`src/rtl/cpumc_arb_pkg.sv`:
```
// Shared encodings for the cpumc bus arbiter: state codes, bus widths, bus beat struct.
// Also used by the sprite DMA and APU blocks so they agree on widths.
package cpumc_arb_pkg;

    localparam int ADDR_W = 16;
    localparam int DATA_W = 8;

    typedef logic [2:0] state_t;

    localparam state_t S_IDLE  = 3'd0;
    localparam state_t S_HALT  = 3'd1;
    localparam state_t S_SPR   = 3'd2;
    localparam state_t S_DMC_A = 3'd3;
    localparam state_t S_DMC_D = 3'd4;

    typedef struct packed {
        logic [ADDR_W-1:0] a;
        logic [DATA_W-1:0] d;
        logic              r_nw;
    } bus_t;

endpackage

```
`src/rtl/cpumc_bus_mux.sv`:
```
// Three-source cpumc bus select keyed by the arbiter's registered state.
// The CPU keeps the bus in HALT so its in-flight cycle completes.
module cpumc_bus_mux
    import cpumc_arb_pkg::*;
(
    input  state_t            state_i,
    input  bus_t              cpu_i,
    input  bus_t              spr_i,
    input  logic [ADDR_W-1:0] dmc_a_i,
    output bus_t              bus_o
);

    always_comb begin
        bus_o = '{a: '0, d: '0, r_nw: 1'b1};
        case (state_i)
            S_IDLE, S_HALT:   bus_o = cpu_i;
            S_SPR:            bus_o = spr_i;
            S_DMC_A, S_DMC_D: bus_o = '{a: dmc_a_i, d: '0, r_nw: 1'b1};
            default:          ;
        endcase
    end

endmodule

```
`src/rtl/cpumc_arb.sv`:
```
// CPU / sprite DMA / DMC bus arbiter for the CPU memory controller.
// Owns the halt FSM, the DMC sample latch and the saturating stall counter.
module cpumc_arb
    import cpumc_arb_pkg::*;
#(
    parameter int CNT_W = 16
) (
    input  logic              clk_in,
    input  logic              rst_in,
    input  logic [ADDR_W-1:0] cpu_a_in,
    input  logic [DATA_W-1:0] cpu_d_in,
    input  logic              cpu_r_nw_in,
    output logic              cpu_rdy_out,
    input  logic              spr_req_in,
    input  logic [ADDR_W-1:0] spr_a_in,
    input  logic [DATA_W-1:0] spr_d_in,
    input  logic              spr_r_nw_in,
    output logic              spr_gnt_out,
    input  logic              dmc_req_in,
    input  logic [ADDR_W-1:0] dmc_a_in,
    output logic [DATA_W-1:0] dmc_d_out,
    output logic              dmc_ack_out,
    input  logic [DATA_W-1:0] cpumc_dout_in,
    output logic [ADDR_W-1:0] cpumc_a_out,
    output logic [DATA_W-1:0] cpumc_d_out,
    output logic              cpumc_r_nw_out,
    input  logic              stall_clr_in,
    output logic [CNT_W-1:0]  stall_cnt_out
);

    state_t            state_q, state_d;
    logic              gnt_q;
    logic              ack_q;
    logic [DATA_W-1:0] dmc_d_q;
    logic [CNT_W-1:0]  stall_q, stall_d;
    logic              dmc_req;
    bus_t              cpu_bus, spr_bus, mc_bus;

    // The DMC still holds its request during the ack cycle; that is the
    // request just served, so it must not start a second fetch.
    assign dmc_req     = dmc_req_in & ~ack_q;
    assign cpu_rdy_out = (state_q == S_IDLE);

    always_comb begin
        state_d = state_q;
        case (state_q)
            S_IDLE:  if (spr_req_in || dmc_req) state_d = S_HALT;
            S_HALT: begin
                if (!spr_req_in && !dmc_req) state_d = S_IDLE;
                else if (cpu_r_nw_in)        state_d = dmc_req ? S_DMC_A : S_SPR;
            end
            S_SPR: begin
                if (!spr_req_in)                 state_d = S_IDLE;
                else if (dmc_req && !spr_r_nw_in) state_d = S_DMC_A;
            end
            S_DMC_A: state_d = S_DMC_D;
            S_DMC_D: state_d = spr_req_in ? S_SPR : S_IDLE;
            default: state_d = S_IDLE;
        endcase
    end

    always_comb begin
        stall_d = stall_q;
        if (stall_clr_in)                       stall_d = '0;
        else if (!cpu_rdy_out && stall_q != '1) stall_d = stall_q + CNT_W'(1);
    end

    always_ff @(posedge clk_in or posedge rst_in) begin
        if (rst_in) begin
            state_q <= S_IDLE;
            gnt_q   <= 1'b0;
            ack_q   <= 1'b0;
            dmc_d_q <= '0;
            stall_q <= '0;
        end else begin
            state_q <= state_d;
            gnt_q   <= (state_d == S_SPR);
            ack_q   <= (state_q == S_DMC_D);
            if (state_q == S_DMC_D) dmc_d_q <= cpumc_dout_in;
            stall_q <= stall_d;
        end
    end

    assign cpu_bus = '{a: cpu_a_in, d: cpu_d_in, r_nw: cpu_r_nw_in};
    assign spr_bus = '{a: spr_a_in, d: spr_d_in, r_nw: spr_r_nw_in};

    cpumc_bus_mux u_mux (
        .state_i (state_q),
        .cpu_i   (cpu_bus),
        .spr_i   (spr_bus),
        .dmc_a_i (dmc_a_in),
        .bus_o   (mc_bus)
    );

    assign cpumc_a_out    = mc_bus.a;
    assign cpumc_d_out    = mc_bus.d;
    assign cpumc_r_nw_out = mc_bus.r_nw;
    assign spr_gnt_out    = gnt_q;
    assign dmc_ack_out    = ack_q;
    assign dmc_d_out      = dmc_d_q;
    assign stall_cnt_out  = stall_q;

endmodule
```
`config.mk`:
```
export PLATFORM = sky130hd
export DESIGN_NAME = cpumc_arb
export DESIGN_NICKNAME = d
export VERILOG_FILES = /design/src/rtl/cpumc_arb_pkg.sv /design/src/rtl/cpumc_bus_mux.sv /design/src/rtl/cpumc_arb.sv
export SDC_FILE = /design/constraint.sdc
export NUM_CORES = 1
export LEC_CHECK = 0
export ABC_AREA = 1
export ABC_CLOCK_PERIOD_IN_PS = 2600
export CAP_MARGIN = 20
export CORE_AREA = 2 2 74 76
export CTS_CLUSTER_SIZE = 10
export DETAILED_ROUTE_END_ITERATION = 10
export DIE_AREA = 0 0 76 78
export PLACE_DENSITY = 0.85
export SETUP_SLACK_MARGIN = 0.2
export SYNTH_ARGS = -nofsm -noshare
export SYNTH_HDL_FRONTEND = slang
export SYNTH_SLANG_ARGS = --single-unit
export TNS_END_PERCENT = 30
```
`constraint.sdc`:
```
create_clock -name clk_in -period 2.6 [get_ports clk_in]
set_clock_uncertainty 0.1 [all_clocks]
set_input_delay 0.26 -clock clk_in [delete_from_list [all_inputs] [get_ports clk_in]]
set_output_delay 0.26 -clock clk_in [all_outputs]
set_load 0.03 [all_outputs]
```
==> flow_summary.toml, run 1 <==
[setup_path]
cp_max_fo = 16
crit_required_ns = 2.24
crit_arrival_ns = 1.90
critPathKind = "reg2out"
crit_path_end_kind = "output pin"
startpoint_type = "flop"

[yosys]
synth_cell_types = 27
yosysMostFrequentCell = "nand2_1"
synth_area_leaders = "dfrtp_1, nand2_1, nand3_1, nor2_1, nand4_1"
ys_top_cells_by_count = "nand2_1, dfrtp_1, nand3_1, nor2_1, inv_1"
synth_ff_type = "dfrtp_1"
synth-seq-area-share = 0.375
synth_area_per_cell_um2 = 6.78
synthCells = 285
syn-num-nets = 365
ys_ff_latch = 29
syn-cell-area_um2 = 1930
synth_top_area_cell = "dfrtp_1"
async_flop_share = 1.00
synth_edf_count = 0
ys.warnings.count = 0
synth_top_area_frac = 0.375

[placement]
gp_congestion = 0.894
dp_hpwl_um = 5100
dp.cells = 481
postPlaceCellArea_um2 = 3310
pre_cts_slack_ns = 0.372
io_buffer_count = 130

[cts]
postCtsSetupRepairBufs = 0
cts_root_buf = "clkbuf_8"
cts.path.max_buffers = 2
cts.sinks = 29
path_clk_slew_ns = 0.07
htreeDepth = 2
cts_tree = "done"
cts_hold_buf = 0
clock_latency_ns = 0.28
numCtsBuffers = 5

[route]
wire_per_inst_um = 13.3
drc = 0
via_per_inst = 4.75
drt_iter0_drc = 163
dr.pass1.iters = 5
detail-route-antenna-nets = 0
num_vias = 2322
routed_wl_um = 6500

[floorplanning]
die_y_um = 78
die_area_um2 = 5930
dieWidth_um = 76
coreArea_um2 = 5040
fp-row-count = 26
start_util = 0.383
top_level_ports = 131

[sta]
fin_ws_ns = 0.338
final-hold-violation-count = 0
slew_viol_final = 0
fin_crit_sh = 0.870
grt_setup_unrepaired = "false"
max_freq_mhz = 442
min_period_ns = 2.26
max_slew_margin = 0.659
tns_ns = 0
setup_viol = 0
tightestPinTransition_ns = 0.511

[layout]
nets = 498
antenna_cells = 0
drive_gt1_frac = 0.0525
instances_no_fill = 489
fin_area_um2 = 3440
syn2layout_area_growth_pct = 78.0

[pwr]
power.leakage_nw = 1.76
ir_worst_vdd_mv = 0.672
finalPower_mw = 3.15
power_density_nw_per_um2 = 915

[global_routing]
track_usage = 0.215
grt_pass1_vias = 2265
overflow = 0
grt_max_degree = 28
grt_first_pass_wirelength_um = 10400
grt_antenna_before_repair = 0

[min_path]
worstHoldPathType = "in2async"

[flow_run]
maxCapViolCount = 0

[outcome]
status = "finished, final reports clean"
-- layout by cell type, fill, tap and decap left out, drive strengths merged --
cell	Yosys	layout
nand3	28	28
a22oi	5	5
a22o	8	8
dfrtp	29	29
ha	1	1
nor2	26	26
a31oi	1	1
or2	1	1
clkinv	1	3
o32a	1	1
nand2	133	133
dlygate4sd2	0	7
clkdlybuf4s50	0	105
clkbuf	3	6
nand4	13	13
nand3b	2	2
o21ai	1	1
dlymetal6s2s	0	18
buf	5	4
o21bai	1	1
xor2	5	5
inv	21	21
-- flip-flops by register name (all words and copies together) (netlist names) --
register	flops
dmc_ack_out	1
spr_gnt_out	1
state_q	3
dmc_d_out	8
stall_cnt_out	16
-- routing by layer --
layer,routed length (um),track usage
met4,138,0.0655
met3,336,0.0523
met2,3350,0.378
met5,0,0
met1,2670,0.262
-- through the flow --
| stage | utilization | hold slack [ns] |
|---|---|---|
| final | 0.682 | 0.210 |
| after global routing | 0.682 | 0.272 |
| after CTS | 0.673 | 0.220 |
| after detailed placement | 0.656 | 0.364 |
| after global placement | 0.656 | 0.367 |
| after floorplan | - | 0.238 |
-- worst max-delay path, cell delays in order, from the launching register on --
cell and delay [ns]:
dfrtp_1 0.45, nor2_1 0.14, nand2_2 0.15, nand2_1 0.09, buf_4 0.22, a22oi_1 0.10, nand2_1 0.08, dlygate4sd2_1 0.40
-- path summary, 6_finish.rpt --
kind / from / to / slack, ns / depth (start not counted)
min in group clk_in: dmc_d_out[5] / dmc_d_out[5] / 0.38 / 2
max in group asynchronous: rst_in / stall_cnt_out[9] / 1.58 / 3
setup / recovery: state_q[1] / cpumc_a_out[15] / 0.34 / 7
setup reg to reg: stall_cnt_out[0] / stall_cnt_out[0] / 0.73 / 9
hold reg to reg: dmc_d_out[5] / dmc_d_out[5] / 0.38 / 2
hold / removal: rst_in / state_q[2] / 0.21 / 2
-- where the power goes --
part,leakage (nW),total [mW],switching [mW],internal [mW]
Clock,0.0512,0.388,0.175,0.214
Combinational,1.33,2.11,1.30,0.816
Sequential,0.385,0.644,0.0887,0.556
Total,1.76,3.15,1.56,1.59
-- kinds of logic (layout without fill, tap and decap cells) --
| logic type | count (synthesis) | in the layout | synth area share |
|---|---|---|---|
| buf+inv | 30 | 164 | 0.0654 |
| simple gates | 203 | 203 | 0.460 |
| compound gates | 17 | 17 | 0.0706 |
| flops | 29 | 29 | 0.375 |
| fa+ha+maj | 1 | 1 | 0.00647 |
| xor+xnor | 5 | 5 | 0.0227 |
-- area by class of cell --
cell class              count  area [um2]
clock inverters             2        13.8
fillers                   429        1600
inverters                  22        82.6
repair buffers            134        1370
flip-flops and latches     29         726
clock buffers               6        82.6
well taps                  70        87.6
multi-input cells         226        1080
-- timing repair --
item / 4_1_cts / 5_1_grt
setup endpoints to repair: 25 / 18
pin swaps: 0 / 0
gates resized for setup: 7 / 18
(Power assumes the default switching activity.)
==> run 2, diff against run 1 <==
--- a/config.mk
+++ b/config.mk
@@ -6,15 +6,14 @@
 export NUM_CORES = 1
 export LEC_CHECK = 0
 export ABC_AREA = 1
-export ABC_CLOCK_PERIOD_IN_PS = 2600
+export ABC_CLOCK_PERIOD_IN_PS = 1850
 export CAP_MARGIN = 20
-export CORE_AREA = 2 2 74 76
+export CORE_AREA = 2 2 81 83
 export CTS_CLUSTER_SIZE = 10
 export DETAILED_ROUTE_END_ITERATION = 10
-export DIE_AREA = 0 0 76 78
-export PLACE_DENSITY = 0.85
+export DIE_AREA = 0 0 83 85
+export PLACE_DENSITY = 0.75
 export SETUP_SLACK_MARGIN = 0.2
 export SYNTH_ARGS = -nofsm -noshare
 export SYNTH_HDL_FRONTEND = slang
 export SYNTH_SLANG_ARGS = --single-unit
-export TNS_END_PERCENT = 30
==> constraint.sdc (replaced) <==
create_clock -name clk_in -period 1.85 [get_ports clk_in]
set_clock_uncertainty 0.1 [all_clocks]
set_input_delay 0.185 -clock clk_in [delete_from_list [all_inputs] [get_ports clk_in]]
set_output_delay 0.185 -clock clk_in [all_outputs]
set_load 0.03 [all_outputs]
==> run 2 against run 1 <==
Net effect:
- via count grew 8.3%
- critical path depth is the same
- critical path type unchanged
- largest power group unchanged
- global-route usage is 1.6 points lower
- die area rose by 19%
- worst hold slack lost 0.14 ns
- wire length grew 19%
- register-to-register slack got worse by 0.61 ns
==> flow_summary.toml, run 2 (synthesis gave the netlist of run 1 again) <==
[outcome]
status = "finished, final reports clean"

[global_routing]
met3_usage = 0.0418
overflow = 0
track_usage = 0.199
grt_most_used_layer = "met2"
grt_pass1_vias = 2298
grt_antenna_before_repair = 0
grt_max_degree = 22
use_met1 = 0.252
met2_usage = 0.342
grt_first_pass_wirelength_um = 11500

[floorplanning]
dieWidth_um = 83
coreArea_um2 = 6200
die_y_um = 85
fp-row-count = 29
die_area_um2 = 7060
top_level_ports = 131
start_util = 0.312

[cts]
cts_tree = "done"
clock_latency_ns = 0.28
numCtsBuffers = 5
htreeDepth = 2
cts_root_buf = "clkbuf_8"
path_clk_slew_ns = 0.07
cts.sinks = 29
cts.path.max_buffers = 2

[pwr]
ir_worst_vdd_mv = 1.10
power.leakage_nw = 1.88
power_density_nw_per_um2 = 1430

[route]
num_vias = 2515
wire_per_inst_um = 15.1
drt_iter0_drc = 65
via_per_inst = 4.88
routed_wl_um = 7760
dr.pass1.iters = 4
detail-route-antenna-nets = 0
drc = 0

[sta]
tightestPinTransition_ns = 0.566
fin_ws_ns = 0.00512
slew_viol_final = 0
min_period_ns = 1.84
grt_setup_unrepaired = "true"
final-hold-violation-count = 0
setup_viol = 0
fin_crit_sh = 0.997
whs_ns = 0.0666
max_freq_mhz = 542
max_slew_margin = 0.622

[layout]
layout_commonest_cell = "nand2_1"
fillers = 526
syn2layout_area_growth_pct = 96.3
antenna_cells = 0
largest_reg_flops = 16
fin_util = 0.612
drive_gt1_frac = 0.242
instances_no_fill = 515
mostFrequentLayoutCells = "nand2_1, clkdlybuf4s50_1, buf_6, dfrtp_1, nor2_1"
nets = 517

[min_path]
worstHoldPathType = "in2async"

[setup_path]
critPathKind = "reg2out"
crit_arrival_ns = 1.56
startpoint_type = "flop"
crit_path_end_kind = "output pin"
cp_max_fo = 21
crit_required_ns = 1.56

[placement]
pre_cts_slack_ns = 0.0459
gp_congestion = 0.816
dp_hpwl_um = 5530
dp.cells = 496
io_buffer_count = 130

[flow_run]
maxCapViolCount = 0
run 2: critical path: stages (launching register included):
cell	delay (ns)
dfrtp_1	0.44
inv_2	0.08
nand3_2	0.10
inv_2	0.06
buf_12	0.15
a22oi_1	0.21
nand2_2	0.08
buf_6	0.14
run 2: metal layers:
metal  wire length (um)  up-vias
met5                  0        -
met4                154        0
met3                435       15
met2               4010       97
met1               3160     1176
li1                   -     1227
run 2: area by class of cell:
| class | count | area [um2] | area share |
|---|---|---|---|
| Sequential cell | 29 | 731 | 0.193 |
| Tap cell | 77 | 96.3 | 0.0254 |
| Multi-Input combinational cell | 227 | 1240 | 0.326 |
| Timing Repair Buffer | 152 | 1570 | 0.412 |
| Inverter | 22 | 82.6 | 0.0218 |
| Clock buffer | 6 | 72.6 | 0.0191 |
| Clock inverter | 2 | 10.0 | 0.00264 |
run 2: power breakdown:
part / switching [mW] / internal [mW] / total [mW] / leakage (nW)
registers: 0.135 / 0.787 / 0.923 / 0.379
logic: 2.22 / 1.77 / 3.99 / 1.45
clock network: 0.243 / 0.260 / 0.503 / 0.0450
total: 2.60 / 2.82 / 5.42 / 1.88
run 2: worst paths after layout:
kind,startpoint,slack [ns],end,cells after the start
worst max-delay path,state_q[0],0.005,cpumc_a_out[5],7
worst min-delay path,rst_in,0.07,spr_gnt_out,2
worst max register to register,state_q[2],0.12,stall_cnt_out[4],9
worst min register to register,dmc_d_out[6],0.38,dmc_d_out[6],2
max in group asynchronous,rst_in,1.08,state_q[2],3
min in group clk_in,cpumc_dout_in[6],0.33,dmc_d_out[6],3
run 2: what timing repair did:
action / CTS / global route
pin swaps: 3 / 12
buffers inserted: 6 / 1
endpoints found under the setup margin: 55 / 42
gates resized for setup: 28 / 63
gates cloned: 2 / 2
hold buffers: 0 / 0
run 2: stage by stage:
step           power [mW]  cell area (um2)  setup TNS [ns]
6_report             5.42             3790               0
2_1_floorplan        2.76             1950               0
4_1_cts              4.84             3540               0
5_1_grt              5.69             3790          -0.407
3_5_place_dp         4.14             3380               0
3_3_place_gp         4.11             3380               0
==> run 3, diff against run 2 <==
--- a/config.mk
+++ b/config.mk
@@ -8,10 +8,11 @@
 export ABC_AREA = 1
 export ABC_CLOCK_PERIOD_IN_PS = 1850
 export CAP_MARGIN = 20
-export CORE_AREA = 2 2 81 83
+export CORE_AREA = 2 2 69 97
 export CTS_CLUSTER_SIZE = 10
 export DETAILED_ROUTE_END_ITERATION = 10
-export DIE_AREA = 0 0 83 85
+export DIE_AREA = 0 0 71 99
+export HOLD_SLACK_MARGIN = 0.02
 export PLACE_DENSITY = 0.75
 export SETUP_SLACK_MARGIN = 0.2
 export SYNTH_ARGS = -nofsm -noshare
==> run 3 against run 2 <==
Net effect:
- die area fell by 0.37%
- highest routed layer unchanged
- cell area fell by 2.4%
- register-to-register slack improved by 0.17 ns
- global-route usage rose by 0.25 points
- maximum frequency rose by 3.8%
- worst setup slack improved by 0.067 ns
- sequential share of layout area rose by 0.67 points
- via count fell by 3.4%
- critical path type unchanged
- cell count fell by 1.2%
==> flow_summary.toml, run 3 (synthesis gave the netlist of run 1 again) <==
[pwr]
power_density_nw_per_um2 = 1380
power.leakage_nw = 1.82
ir_worst_vdd_mv = 1.03
pwr-share-clk = 0.114
seq_power_share = 0.180
p_comb_frac = 0.706
p_switching_mw = 2.43
swShare = 0.474
internal-power_mw = 2.70

[setup_path]
cpMaxStageDelayCell = "dfrtp_2"
cp_slowest_stage_delay_ns = 0.45
critPathKind = "reg2out"
reg2reg_depth = 8
crit_required_ns = 1.56
crit_chain = "inv_2 -> nand3_2 -> nand2_4 -> buf_6 -> nand2_1 -> nand3_1 -> buf_4"
r2r_end = "stall_cnt_out[10]"
crit_path_end_kind = "output pin"
crit_arrival_ns = 1.49
startpoint_type = "flop"
r2r_setup_slack_ns = 0.29
cp_max_fo = 8
r2r_start = "stall_cnt_out[5]"

[flow_run]
maxCapViolCount = 0

[sta]
tightestPinTransition_ns = 0.526
grt_setup_unrepaired = "true"
slew_viol_final = 0
max_slew_margin = 0.649
tns_ns = 0
final-hold-violation-count = 0
whs_ns = 0.0688
min_period_ns = 1.78
setup_viol = 0
fin_crit_sh = 0.961
max_freq_mhz = 562

[floorplanning]
coreArea_um2 = 6170
die_area_um2 = 7030
top_level_ports = 131
fp-row-count = 34
dieWidth_um = 71
die_y_um = 99
start_util = 0.313

[global_routing]
grt_max_degree = 25
overflow = 0
track_usage = 0.202
grt_antenna_before_repair = 0
grt_pass1_vias = 2369
grt_first_pass_wirelength_um = 11400

[cts]
cts.path.max_buffers = 2
path_clk_slew_ns = 0.07
cts_hold_buf = 0
cts_root_buf = "clkbuf_8"
clock_latency_ns = 0.28
numCtsBuffers = 5
cts.sinks = 29
cts_tree = "done"
htreeDepth = 2

[placement]
dp_hpwl_um = 5400
gp_congestion = 0.814
io_buffer_count = 130

[layout]
mostFrequentLayoutCells = "nand2_1, clkdlybuf4s50_1, buf_6, nand3_1, nor2_1"
syn2layout_area_growth_pct = 91.7
layout_commonest_cell = "nand2_1"
nets = 516
fillers = 572
largest_reg_flops = 16
antenna_cells = 0
drive_gt1_frac = 0.208

[route]
drc = 0
top_layer = "met4"
wl_met3_um = 473
met2_length_um = 3830
via_per_inst = 4.77
wire_per_inst_um = 14.4
drt_iter0_drc = 113
wl_met1_um = 2930
routed_wl_um = 7350
dr.pass1.iters = 4
detail-route-antenna-nets = 0
num_vias = 2430

[min_path]
worstHoldPathType = "in2async"

[outcome]
status = "finished, final reports clean"
run 3: changes by cell type in the layout (fill, tap and decap cells not counted), sizes merged:
cell,delta
clkdlybuf4s50,-1
clkinv,-2
buf,+1
nor2,-1
clkinvlp,+1
dlygate4sd2,+1
run 3: how the worst max path moves through the flow:
stage	start	endpoint	slack (ns)	depth (start not counted)
floorplan	stall_cnt_out[1]	stall_cnt_out[10]	0.22	10
detailed placement	cpu_r_nw_in	cpumc_r_nw_out	0.07	3
finish	state_q[2]	cpumc_a_out[8]	0.07	7
CTS	state_q[1]	cpumc_a_out[5]	0.08	7
global route	state_q[2]	cpumc_a_out[8]	0.002	7
global placement	cpu_r_nw_in	cpumc_r_nw_out	0.09	3
run 3: metrics by stage:
step                total power [mW]  setup slack [ns]  utilization  std cells  instance area [um2]
floorplan                       2.76             0.223            -        285                 1950
CTS                             5.00            0.0797        0.579        500                 3570
global placement                3.97            0.0882        0.538        488                 3320
detailed placement              4.00            0.0669        0.538        488                 3320
finish                          5.13            0.0719        0.601        509                 3700
global route                    5.39           0.00171        0.601        509                 3700
run 3: timing repair:
item	CTS	global route
buffers inserted	2	9
gates cloned	2	0
pin swaps	3	6
setup endpoints to repair	41	44
resized for setup	56	22
run 3: worst max-delay path, delay by kind of cell (launching register included):
family | cells | cell delay, ns
flip-flops | 1 | 0.45
buffers and inverters | 3 | 0.41
AND/OR/NAND/NOR | 4 | 0.35
run 3: metal layers:
metal | GRT usage | up-vias
li1 | - | 1224
met1 | 0.251 | 1116
met2 | 0.338 | 78
met3 | 0.0583 | 12
met4 | 0.0566 | 0
met5 | 0 | -
run 3: layout make-up:
type	count	area, um2	area share
clock inverters	1	5.00	0.00135
repair buffers	152	1520	0.411
clock buffers	7	96.3	0.0260
well taps	72	90.1	0.0243
inverters	22	91.3	0.0247
flip-flops and latches	29	738	0.199
multi-input cells	226	1160	0.313
run 3: power groups by stage:
| stage | logic (mW) | clock network [mW] | registers (mW) |
|---|---|---|---|
| 6_report | 3.62 | 0.582 | 0.925 |
| 3_5_place_dp | 3.09 | 0 | 0.916 |
| 5_1_grt | 3.82 | 0.620 | 0.947 |
| 4_1_cts | 3.47 | 0.593 | 0.927 |
| 2_1_floorplan | 1.62 | 0 | 1.14 |
| 3_3_place_gp | 3.05 | 0 | 0.916 |
